`config.mk`:
```
export PLATFORM = sky130hd
export DESIGN_NAME = spi_peripheral
export DESIGN_NICKNAME = d
export VERILOG_FILES = /design/src/rtl/spi_peripheral.sv
export SDC_FILE = /design/constraint.sdc
export NUM_CORES = 1
export LEC_CHECK = 0
export CORE_MARGIN = 4
export CORE_UTILIZATION = 35
export DETAILED_ROUTE_END_ITERATION = 6
export GPL_TIMING_DRIVEN = 0
export SLEW_MARGIN = 20
export SYNTH_ARGS = -nofsm -noshare
export SYNTH_HDL_FRONTEND = slang
export SYNTH_SLANG_ARGS = --single-unit
```
`constraint.sdc`:
```
create_clock -name clk -period 1.8 [get_ports clk]
set_clock_uncertainty 0.05 [all_clocks]
set_input_delay 0.27 -clock clk [delete_from_list [all_inputs] [get_ports clk]]
set_output_delay 0.27 -clock clk [all_outputs]
set_load 0.02 [all_outputs]
```
`src/rtl/spi_peripheral.sv`:
```
// ============================================================================
// Module  : spi_peripheral
// Brief   : SPI mode-0 responder with oversampled pins, byte receive strobe
//           and a one-deep transmit buffer with valid/ready handshake.
// Revision: 1.0 - initial release
// ============================================================================
`default_nettype none

module spi_peripheral #(
   parameter int               WIDTH = 8,
   parameter logic [WIDTH-1:0] FILL  = '0
) (
   input  logic             clk,
   input  logic             reset,
   input  logic             sclk,
   input  logic             cs_n,
   input  logic             mosi,
   output logic             miso,
   output logic             miso_oe,
   output logic [WIDTH-1:0] data_mosi,
   output logic             dv_mosi,
   input  logic [WIDTH-1:0] tx_data,
   input  logic             tx_valid,
   output logic             tx_ready,
   output logic             busy,
   output logic             frame_err,
   output logic             tx_underrun
);

   localparam int             c_cw   = (WIDTH > 1) ? $clog2(WIDTH) : 1;
   localparam logic [c_cw-1:0] c_last = c_cw'(WIDTH - 1);

   typedef enum logic [0:0] {
      ST_IDLE   = 1'b0,
      ST_ACTIVE = 1'b1
   } state_t;

   // two-flop synchronisers plus one extra copy for edge detection
   logic sclk_s1_q, sclk_s2_q, sclk_s3_q;
   logic cs_s1_q, cs_s2_q, cs_s3_q;
   logic mosi_s1_q, mosi_s2_q;

   state_t           state_q, state_d;
   logic [WIDTH-1:0] tx_buf_q, tx_buf_d;
   logic             buf_full_q, buf_full_d;
   logic [WIDTH-1:0] tx_shift_q, tx_shift_d;
   logic [WIDTH-2:0] rx_shift_q, rx_shift_d;
   logic [c_cw-1:0]  bit_cnt_q, bit_cnt_d;
   logic             word_done_q, word_done_d;
   logic [WIDTH-1:0] data_q, data_d;
   logic             dv_q, dv_d;
   logic             ferr_q, ferr_d;
   logic             urun_q, urun_d;
   logic             miso_q, miso_d;
   logic             oe_q, oe_d;

   logic             w_sclk_rise, w_sclk_fall, w_cs_rise, w_cs_fall;
   logic [WIDTH-1:0] w_load_word;
   logic [WIDTH-1:0] w_rx_next;
   logic [WIDTH-1:0] w_shifted;
   logic             w_load;
   logic             w_write;

   assign w_sclk_rise = sclk_s2_q & ~sclk_s3_q;
   assign w_sclk_fall = ~sclk_s2_q & sclk_s3_q;
   assign w_cs_rise   = cs_s2_q & ~cs_s3_q;
   assign w_cs_fall   = ~cs_s2_q & cs_s3_q;
   assign w_load_word = buf_full_q ? tx_buf_q : FILL;
   assign w_rx_next   = {rx_shift_q, mosi_s2_q};
   assign w_shifted   = {tx_shift_q[WIDTH-2:0], 1'b0};
   assign w_write     = tx_valid & ~buf_full_q;

   always_comb begin
      state_d     = state_q;
      tx_buf_d    = tx_buf_q;
      buf_full_d  = buf_full_q;
      tx_shift_d  = tx_shift_q;
      rx_shift_d  = rx_shift_q;
      bit_cnt_d   = bit_cnt_q;
      word_done_d = word_done_q;
      data_d      = data_q;
      dv_d        = 1'b0;
      ferr_d      = 1'b0;
      urun_d      = 1'b0;
      miso_d      = miso_q;
      oe_d        = oe_q;
      w_load      = 1'b0;

      case (state_q)
         ST_IDLE: begin
            miso_d = 1'b0;
            oe_d   = 1'b0;
            if (w_cs_fall) begin
               w_load      = 1'b1;
               tx_shift_d  = w_load_word;
               urun_d      = ~buf_full_q;
               bit_cnt_d   = '0;
               word_done_d = 1'b0;
               miso_d      = w_load_word[WIDTH-1];
               oe_d        = 1'b1;
               state_d     = ST_ACTIVE;
            end
         end
         default: begin
            // chip-select release takes priority over a coincident sclk rise
            if (w_cs_rise) begin
               state_d = ST_IDLE;
               oe_d    = 1'b0;
               miso_d  = 1'b0;
               ferr_d  = (bit_cnt_q != '0);
            end else if (w_sclk_rise) begin
               rx_shift_d = w_rx_next[WIDTH-2:0];
               if (bit_cnt_q == c_last) begin
                  data_d      = w_rx_next;
                  dv_d        = 1'b1;
                  bit_cnt_d   = '0;
                  word_done_d = 1'b1;
               end else begin
                  bit_cnt_d = bit_cnt_q + c_cw'(1);
               end
            end else if (w_sclk_fall) begin
               if (word_done_q) begin
                  w_load      = 1'b1;
                  tx_shift_d  = w_load_word;
                  urun_d      = ~buf_full_q;
                  word_done_d = 1'b0;
                  miso_d      = w_load_word[WIDTH-1];
               end else begin
                  tx_shift_d = w_shifted;
                  miso_d     = w_shifted[WIDTH-1];
               end
            end
         end
      endcase

      // a write only lands in an empty buffer, so a same-cycle load has already taken FILL
      if (w_write) begin
         tx_buf_d   = tx_data;
         buf_full_d = 1'b1;
      end else if (w_load) begin
         buf_full_d = 1'b0;
      end
   end

   always_ff @(posedge clk or posedge reset) begin
      if (reset) begin
         sclk_s1_q   <= 1'b0;
         sclk_s2_q   <= 1'b0;
         sclk_s3_q   <= 1'b0;
         cs_s1_q     <= 1'b1;
         cs_s2_q     <= 1'b1;
         cs_s3_q     <= 1'b1;
         mosi_s1_q   <= 1'b0;
         mosi_s2_q   <= 1'b0;
         state_q     <= ST_IDLE;
         tx_buf_q    <= '0;
         buf_full_q  <= 1'b0;
         tx_shift_q  <= '0;
         rx_shift_q  <= '0;
         bit_cnt_q   <= '0;
         word_done_q <= 1'b0;
         data_q      <= '0;
         dv_q        <= 1'b0;
         ferr_q      <= 1'b0;
         urun_q      <= 1'b0;
         miso_q      <= 1'b0;
         oe_q        <= 1'b0;
      end else begin
         sclk_s1_q   <= sclk;
         sclk_s2_q   <= sclk_s1_q;
         sclk_s3_q   <= sclk_s2_q;
         cs_s1_q     <= cs_n;
         cs_s2_q     <= cs_s1_q;
         cs_s3_q     <= cs_s2_q;
         mosi_s1_q   <= mosi;
         mosi_s2_q   <= mosi_s1_q;
         state_q     <= state_d;
         tx_buf_q    <= tx_buf_d;
         buf_full_q  <= buf_full_d;
         tx_shift_q  <= tx_shift_d;
         rx_shift_q  <= rx_shift_d;
         bit_cnt_q   <= bit_cnt_d;
         word_done_q <= word_done_d;
         data_q      <= data_d;
         dv_q        <= dv_d;
         ferr_q      <= ferr_d;
         urun_q      <= urun_d;
         miso_q      <= miso_d;
         oe_q        <= oe_d;
      end
   end

   assign miso        = miso_q;
   assign miso_oe     = oe_q;
   assign data_mosi   = data_q;
   assign dv_mosi     = dv_q;
   assign tx_ready    = ~buf_full_q;
   assign busy        = (state_q == ST_ACTIVE);
   assign frame_err   = ferr_q;
   assign tx_underrun = urun_q;

endmodule

`default_nettype wire

```
==> metrics, run 1 <==
largest net degree at the start of global routing 30; prevailing post-synth register cell dfrtp_1; cell count after synthesis 148; area occupied by multi-input gates 718.2 sq um; pwr dens approximately 1200 nW/um^2; number of remaining DRC errors 0; starting density of the core 0.3606; GPL Wtd Cong about 0.7; FF+latch area roughly 1200 sq um; flop2flop setup slack ~0.034 ns; gr usage total 0.1040; core area between 5000 and 6000 sq um; Congestion Overflow GR 0; Top Usage Layer GRT met2; Post-CTS Hold Buffers 0; Async SR Flop Fraction 1.000; Reg2Reg Depth 6; Min-Delay Path Class in2async; Starting DRT DRC Count 55; Synth top area share 0.5797; Reg clk slew, reported paths 0.09 ns; Die Footprint approximately 7000 sq um; maximum vdd drop roughly 650 uV; Leak 0.001175 uW; GR Util met1 0.1200; I/O Buffers 28; placed insts between 200 and 250; leading post-synthesis cells by cell area dfrtp_1 (58%), mux2_2 (16%), dfstp_2 (4.0%); status completed; via count 1,246; Syn Std Cell Area 1986 sq um; total negative slack 0 ns; Yosys warning count 0; fillers 516; H-Tree Depth 2; Hold Vio Cnt, Final 0; Core Rows 27; Max clock buf depth 2; drt pass-1 iters 4; die width approximately 83 microns; reg2reg start cs_s2_q; most common cell after layout, fill and taps aside dfrtp_1; Final period util 0.9812; non-filler instance count after layout 258; Final ANT Viol Nets 0; Avg Inst Size Synth 13.42 sq um; Clk Latency, worst-skew pair 0.30 ns; via-per-instance ratio 4.829; Clock Sinks 49; Final nets 202; max-slew violation count 0; initial antenna violation count 0; met3 GRT Util 0.03571; vias in the first global route 1,353; first-pass GRT wire length 6030 microns; maximum fanout along the worst path 8; worst setup margin 0.03389 ns; EDFF count, synth 0; dpl hpwl 2490 microns; CTS tree built; sequential area share after synthesis 0.6194; post-layout min period 1.766 ns; ant diodes 0; Synthesized Nets 165; final setup vio count 0; RSZ-0062 raised after global routing yes; Layout Utilization 0.4576; drt total wl 3376 microns; worst reg2reg endpoint tx_shift_q[1]; CTS buffer count 5; nature of the critical path endpoint flip-flop; Root Driver clkbuf_8; Synth-to-Final Area Change 26.91%; wire length per cell 13.09 microns; Distinct cells, synth 31; Worst EP required 1.94 ns; maxcap violations 0; most frequent cells in the layout dfrtp_1 (46), mux2_2 (27), clkdlybuf4s50_1 (27), nand2_1 (13), nor2b_1 (7); post-synthesis register bit count between 40 and 50; crit start category flip-flop; Place WS -0.07485 ns; GRT met2 Usage 0.1822; crit path DAT ~1.9 ns; Worst Tran Pin Value 0.4928 ns; headroom to the max-slew limit 0.6714; Max Fclk between 0.5 and 0.6 GHz; height of the die 83.32 microns; Crit Path Category reg2reg; layout cells sized above 1 0.2796; post-synth top area cell dfrtp_1; Ports 29; PnR Total Power 3081 uW
logic make-up (layout without fill, tap and decap cells):
family	Yosys count	count (layout)	share of synthesized area
AOI/OAI and AO/OA	15	15	0.05672
adders and majority gates	3	3	0.01891
and+or+nand+nor	41	41	0.1141
muxes	30	30	0.1701
DFF	49	49	0.6194
buffers and inverters	10	48	0.02079
where the power goes:
group | internal, uW | switching [uW]
Sequential | 1390 | 170
Combinational | 406 | 321
Clock | 452 | 343
routing by layer:
layer  up-vias  share of wire
met2        32           0.52
met1       632           0.42
met3         2          0.055
li1        580              -
met5         -              0
met4         0         0.0062
through the flow:
stage | cell area (sq um) | hold slack, ns
after CTS | 2496 | 0.2505
final | 2520 | 0.2462
after floorplan | 1986 | 0.2245
after global routing | 2520 | 0.2818
after global placement | 2356 | 0.2841
after detailed placement | 2376 | 0.2857
synth_stat cells (all sizes together), types with 2 or more instances:
| cell type | instances |
|---|---|
| nor2 | 5 |
| mux2 | 30 |
| a21oi | 5 |
| nor2b | 7 |
| inv | 5 |
| nand2b | 3 |
| dfrtp | 46 |
| a21o | 2 |
| buf | 2 |
| a31oi | 3 |
| nand3 | 8 |
| dfstp | 3 |
| nand2 | 13 |
| clkbuf | 3 |
| ha | 3 |
repair_timing:
action	in CTS	in global routing
setup endpoints to repair	1	7
buffers inserted	0	1
resized for setup	2	1
cloned	0	0
pin swaps	0	1
sequential cells by signal (all words and copies together), names as in the netlist:
register / count
frame_err: 1
sclk_s1_q: 1
word_done_q: 1
miso: 1
buf_full_q: 1
mosi_s2_q: 1
tx_underrun: 1
bit_cnt_q: 3
dv_mosi: 1
sclk_s3_q: 1
data_mosi: 8
cs_s2_q: 1
tx_shift_q: 7
cs_s1_q: 1
sclk_s2_q: 1
tx_buf_q: 8
cs_s3_q: 1
miso_oe: 1
rx_shift_q: 7
mosi_s1_q: 1
busy: 1
area by class of cell:
class                   instances  area share
well taps                      72     0.03575
inverters                       5    0.007448
multi-input cells              89      0.2850
clock buffers                   6     0.03277
plain buffers                   5    0.009434
repair buffers                 30      0.1266
clock inverters                 2     0.01490
flip-flops and latches         49      0.4881
how the worst max path moves through the flow:
stage	start	slack (ns)	end
2_1_floorplan	cs_s2_q	0.15	tx_shift_q[0]
3_3_place_gp	reset	-0.59	mosi_s1_q
3_5_place_dp	tx_valid	-0.07	tx_buf_q[3]
4_1_cts	cs_s2_q	0.01	tx_shift_q[6]
5_1_grt	cs_s2_q	-0.03	tx_shift_q[3]
6_report	cs_s2_q	0.03	tx_shift_q[1]
worst max-delay path: stages, from the launching register on:
cell and delay [ns]:
dfstp_2 0.57, nand2b_4 0.08, and2_1 0.15, buf_2 0.17, a21oi_4 0.18, buf_12 0.14, mux2_2 0.33
Note: power is estimated with default switching activity, not from simulation.
==> run 2: changes to the inputs <==
--- a/config.mk
+++ b/config.mk
@@ -8,8 +8,9 @@
 export CORE_MARGIN = 4
 export CORE_UTILIZATION = 35
 export DETAILED_ROUTE_END_ITERATION = 6
-export GPL_TIMING_DRIVEN = 0
+export GPL_TIMING_DRIVEN = 1
 export SLEW_MARGIN = 20
 export SYNTH_ARGS = -nofsm -noshare
 export SYNTH_HDL_FRONTEND = slang
 export SYNTH_SLANG_ARGS = --single-unit
+export TNS_END_PERCENT = 100
==> metrics, run 2 (synthesis gave the netlist of run 1 again) <==
final setup vio count 0 (unchanged); post-layout min period 1.689 ns (was 1.766 ns); Min-Delay Path Class in2async (unchanged); crit start category flip-flop (unchanged); Final period util 0.9384 (was 0.9812); ant diodes 0 (unchanged); reg2reg start cs_s2_q (unchanged); die width 83.32 microns (unchanged); PnR Total Power 3208 uW (was 3081 uW); Root Driver clkbuf_8 (unchanged); crit path from cs_s2_q (unchanged); CTS buffer count 5 (unchanged); uppermost routed layer met4 (unchanged); Congestion Overflow GR 0 (unchanged); Worst EP required 1.93 ns (was 1.94 ns); Area after DPL 2369 sq um (was 2376 sq um); via count 1,197 (was 1,246); headroom to the max-slew limit 0.7337 (was 0.6714); height of the die 83.32 microns (unchanged); maximum fanout along the worst path 8 (unchanged); dpl hpwl 2451 microns (was 2490 microns); RSZ-0062 raised after global routing no (was yes); Clk Latency, worst-skew pair 0.30 ns (about the same); most common cell after layout, fill and taps aside dfrtp_1 (unchanged); layout cells sized above 1 0.2857 (was 0.2796); Crit Path Category reg2reg (unchanged); final instance area 2515 sq um (was 2520 sq um); starting density of the core 0.3606 (unchanged); core area 5507 sq um (unchanged); Reg clk slew, reported paths 0.09 ns (about the same); Met2 Wirelength 1726 microns (was 1750 microns); status completed (unchanged); maximum vdd drop 436.1 uV (was 650.4 uV); Die Footprint 6942 sq um (unchanged); Worst Tran Pin Value 0.3986 ns (was 0.4928 ns); Reg2Reg Depth 4 (was 6); nature of the critical path endpoint flip-flop (unchanged); flop2flop setup slack 0.11 ns (was 0.03 ns); GPL Wtd Cong 0.7916 (was 0.7192); Synth-to-Final Area Change 26.65% (was 26.91%); Critical Path End tx_shift_q[1] (unchanged); largest net degree at the start of global routing 50 (was 30); total negative slack 0 ns (unchanged); maxcap violations 0 (unchanged); Max Fclk 0.5920 GHz (was 0.5662 GHz); most frequent cells in the layout dfrtp_1 (45), mux2_2 (28), clkdlybuf4s50_1 (27), nand2_1 (13) (was dfrtp_1 (46), mux2_2 (27), clkdlybuf4s50_1 (27), nand2_1 (13), nor2b_1 (7)); number of remaining DRC errors 0 (unchanged); DRT met1 WL 1486 microns (was 1416 microns); Met3 Wirelength 156 microns (was 187 microns); Max clock buf depth 2 (unchanged); Final nets 198 (was 202); H-Tree Depth 2 (unchanged); vias in the first global route 1,330 (was 1,353); wire length per cell 13.47 microns (was 13.09 microns); crit path DAT 1.82 ns (was 1.90 ns); Final ANT Viol Nets 0 (unchanged); max-slew violation count 0 (unchanged); Clock Sinks 49 (unchanged); worst reg2reg endpoint tx_shift_q[1] (unchanged); worst setup margin 0.1109 ns (was 0.03389 ns); gr usage total 0.1076 (was 0.1040); Layout Utilization 0.4567 (was 0.4576); first-pass GRT wire length 6085 microns (was 6030 microns); drt pass-1 iters 2 (was 4); Starting DRT DRC Count 34 (was 55); pwr dens 1276 nW/um^2 (was 1223 nW/um^2); initial antenna violation count 0 (unchanged); Core Rows 27 (unchanged); via-per-instance ratio 4.713 (was 4.829); Leak 0.001172 uW (was 0.001175 uW); I/O Buffers 28 (unchanged); drt total wl 3421 microns (was 3376 microns); Place WS 0.07645 ns (was -0.07485 ns); Ports 29 (unchanged); CTS tree built (unchanged); Hold Vio Cnt, Final 0 (unchanged); setup bufs post-CTS 0 (unchanged)
-- run 2: layout make-up --
cell class                      instances  area, sq um
Sequential cell                        49         1231
Clock buffer                            5        68.82
Clock inverter                          3        68.82
Inverter                                5        18.77
Timing Repair Buffer                   31        317.8
Fill cell                             484         2992
Tap cell                               72        90.09
Multi-Input combinational cell         89        719.4
-- run 2: metrics by stage --
stage               hold slack [ns]  cells
floorplan                    0.2245    148
global placement             0.2826    246
detailed placement           0.2858    246
CTS                          0.2737    254
global route                 0.2840    254
finish                       0.2680    254
-- run 2: repair_timing --
item | 4_1_cts | 5_1_grt
endpoints found under the setup margin | 1 | 13
hold buffers | 0 | 0
resized for setup | 1 | 4
pin swaps | 0 | 1
-- run 2: worst max-delay path: stages (launching register included) --
cell and delay, ns:
dfstp_2 0.57, nand2b_1 0.18, nor2_1 0.13, a21oi_4 0.26, mux2_2 0.38
-- run 2: worst min path at each step --
| stage | start | end | cells past startpoint |
|---|---|---|---|
| after floorplan | cs_n | cs_s1_q | 0 |
| after global routing | reset | rx_shift_q[6] | 3 |
| after CTS | reset | rx_shift_q[1] | 3 |
| after detailed placement | sclk_s1_q | sclk_s2_q | 0 |
| after global placement | sclk_s1_q | sclk_s2_q | 0 |
| final | reset | rx_shift_q[6] | 3 |
-- run 2: layer usage --
metal	vias to the layer above	GRT usage
met2	23	0.1961
met5	-	0
met3	7	0.04167
met1	593	0.1143
li1	574	-
met4	0	0.03120
-- run 2: power breakdown --
part,internal [uW],switching (uW)
logic,411,312
registers,1390,175
clock network,559,361
==> run 3: changes to the inputs <==
--- a/config.mk
+++ b/config.mk
@@ -8,9 +8,9 @@
 export CORE_MARGIN = 4
 export CORE_UTILIZATION = 35
 export DETAILED_ROUTE_END_ITERATION = 6
+export DONT_BUFFER_PORTS = 1
 export GPL_TIMING_DRIVEN = 1
 export SLEW_MARGIN = 20
 export SYNTH_ARGS = -nofsm -noshare
 export SYNTH_HDL_FRONTEND = slang
 export SYNTH_SLANG_ARGS = --single-unit
-export TNS_END_PERCENT = 100
==> metrics, run 3 (synthesis gave the netlist of run 1 again) <==
via count 1,121 (was 1,197); setup bufs post-CTS 0 (unchanged); pwr dens 1370 nW/um^2 (was 1276 nW/um^2); maxcap violations 0 (unchanged); Clock power frac 0.290 (was 0.287); Final ANT Viol Nets 0 (unchanged); Ports 29 (unchanged); maximum fanout along the worst path 8 (unchanged); RSZ-0062 raised after global routing no (unchanged); initial antenna violation count 0 (unchanged); Crit path buffers/inverters 0 (unchanged); Reg clk slew, reported paths 0.09 ns (about the same); Max clock buf depth 2 (unchanged); starting density of the core 0.3606 (unchanged); Net Sw Power 830.7 uW (was 848.5 uW); Congestion Overflow GR 0 (unchanged); Hold Vio Cnt, Final 0 (unchanged); Comb pwr share 0.186 (was 0.226); CTS tree built (unchanged); critical path's top delay family flip-flops (unchanged); dpl hpwl 2623 microns (was 2451 microns); Max Fclk 0.5979 GHz (was 0.5920 GHz); Clock Sinks 49 (unchanged); CTS buffer count 5 (unchanged); Hold Slack 0.06787 ns (was 0.2680 ns); crit path DAT 1.80 ns (was 1.82 ns); headroom to the max-slew limit 0.7168 (was 0.7337); most frequent cells in the layout dfrtp_1 (46), mux2_2 (28), nand2_1 (13), nor2b_1 (6), nand3_1 (6) (was dfrtp_1 (45), mux2_2 (28), clkdlybuf4s50_1 (27), nand2_1 (13)); status completed (unchanged); maximum vdd drop 527.5 uV (was 436.1 uV); Worst EP required 1.93 ns (about the same); Root Driver clkbuf_8 (unchanged); Min-Delay Path Class in2reg (was in2async); placed insts 219 (was 246); Worst Tran Pin Value 0.4239 ns (was 0.3986 ns); height of the die 83.32 microns (unchanged); crit start category flip-flop (unchanged); I/O Buffers 0 (was 28); Pint 2268 uW (was 2359 uW); nature of the critical path endpoint flip-flop (unchanged); crit-path cells nand2b_1 -> nor2_1 -> a21oi_4 -> mux2_2 (unchanged); drt total wl 3519 microns (was 3421 microns); Synth-to-Final Area Change 13.93% (was 26.65%); Die Footprint 6942 sq um (unchanged); total negative slack 0 ns (unchanged); number of remaining DRC errors 0 (unchanged); post-layout min period 1.672 ns (was 1.689 ns); most common cell after layout, fill and taps aside dfrtp_1 (unchanged); Final nets 175 (was 198); ant diodes 0 (unchanged); GPL Wtd Cong 0.7330 (was 0.7916); largest net degree at the start of global routing 18 (was 50); drt pass-1 iters 4 (was 2); Worst path max stage delay 0.57 ns (about the same); die width 83.32 microns (unchanged); Seq pwr share 0.524 (was 0.488); final setup vio count 0 (unchanged); Sw Share 0.2681 (was 0.2645); Core Rows 27 (unchanged); first-pass GRT wire length 6085 microns (unchanged); H-Tree Depth 2 (unchanged); vias in the first global route 1,240 (was 1,330); fillers 507 (was 484); Crit Path Category reg2reg (unchanged); wire length per cell 15.23 microns (was 13.47 microns); gr usage total 0.1100 (was 0.1076); Leak 0.001078 uW (was 0.001172 uW); Starting DRT DRC Count 56 (was 34); Final period util 0.9291 (was 0.9384); core area 5507 sq um (unchanged); via-per-instance ratio 4.853 (was 4.713); max-slew violation count 0 (unchanged); layout cells sized above 1 0.3270 (was 0.2857); Clk Latency, worst-skew pair 0.30 ns (about the same); slowest stage cell, crit path dfstp_2 (unchanged); non-filler instance count after layout 231 (was 254)
==> run 3: cell types whose count changed in the layout (fill, tap and decap cells not counted), sizes merged <==
cell | before | now
buf | 3 | 4
clkdlybuf4s50 | 27 | 0
clkinv | 0 | 1
dlygate4sd3 | 0 | 4
dlymetal6s2s | 1 | 0
inv | 6 | 5
==> run 3: cell type report <==
| type | count | area (sq um) | share of cell area |
|---|---|---|---|
| sequential | 49 | 1230 | 0.5437 |
| multi-input combinational | 89 | 719.4 | 0.3180 |
| tap | 72 | 90.09 | 0.03982 |
| timing repair buffer | 8 | 70.07 | 0.03097 |
| clock buffer | 5 | 68.82 | 0.03042 |
| clock inverter | 3 | 65.06 | 0.02876 |
| inverter | 5 | 18.77 | 0.008296 |
==> run 3: metrics by stage <==
step                      setup slack (ns)  power, uW  utilization  cell area, sq um
after floorplan                     0.1499       2061            -              1986
after global placement              0.1103       2168       0.3783              2083
after detailed placement           0.06604       2230       0.3783              2083
after CTS                          0.05151       3143       0.4099              2257
after global routing               0.04226       3297       0.4108              2262
final                               0.1276       3098       0.4108              2262
==> run 3: metal layers <==
metal  track usage  wire length, microns
met5             0                     0
met4       0.04458                    44
met3       0.04167                   228
met2        0.1851                  1854
met1        0.1254                  1392
==> run 3: worst paths after layout <==
kind / slack (ns) / end / depth (start not counted) / from
min in group asynchronous: 0.34 / data_mosi[7] / 2 / reset
max in group asynchronous: 0.76 / cs_s1_q / 3 / reset
worst max register to register: 0.13 / tx_shift_q[5] / 4 / cs_s2_q
worst min-delay path: 0.07 / tx_buf_q[6] / 1 / tx_data[6]
worst max-delay path: 0.13 / tx_shift_q[5] / 4 / cs_s2_q
worst min register to register: 0.30 / sclk_s2_q / 0 / sclk_s1_q
==> run 3: worst register-to-register path, delay by kind of cell (launching register included) <==
kind,cells,cell delay (ns)
flip-flops,1,0.57
AND/OR/NAND/NOR,2,0.31
multiplexers,1,0.37
AO/OA/AOI/OAI,1,0.27
==> run 3: power by group through the flow <==
stage / clock network (uW) / logic [uW] / registers [uW]
after floorplan: 0 / 512 / 1550
after global placement: 0 / 546 / 1620
after detailed placement: 0 / 577 / 1650
after CTS: 923 / 589 / 1630
after global routing: 973 / 652 / 1670
final: 898 / 577 / 1620
==> run 3: what timing repair did <==
item	CTS	global route
endpoints found under the hold margin	16	0
endpoints found under the setup margin	0	14
gates resized for setup	0	3
hold buffers	4	0
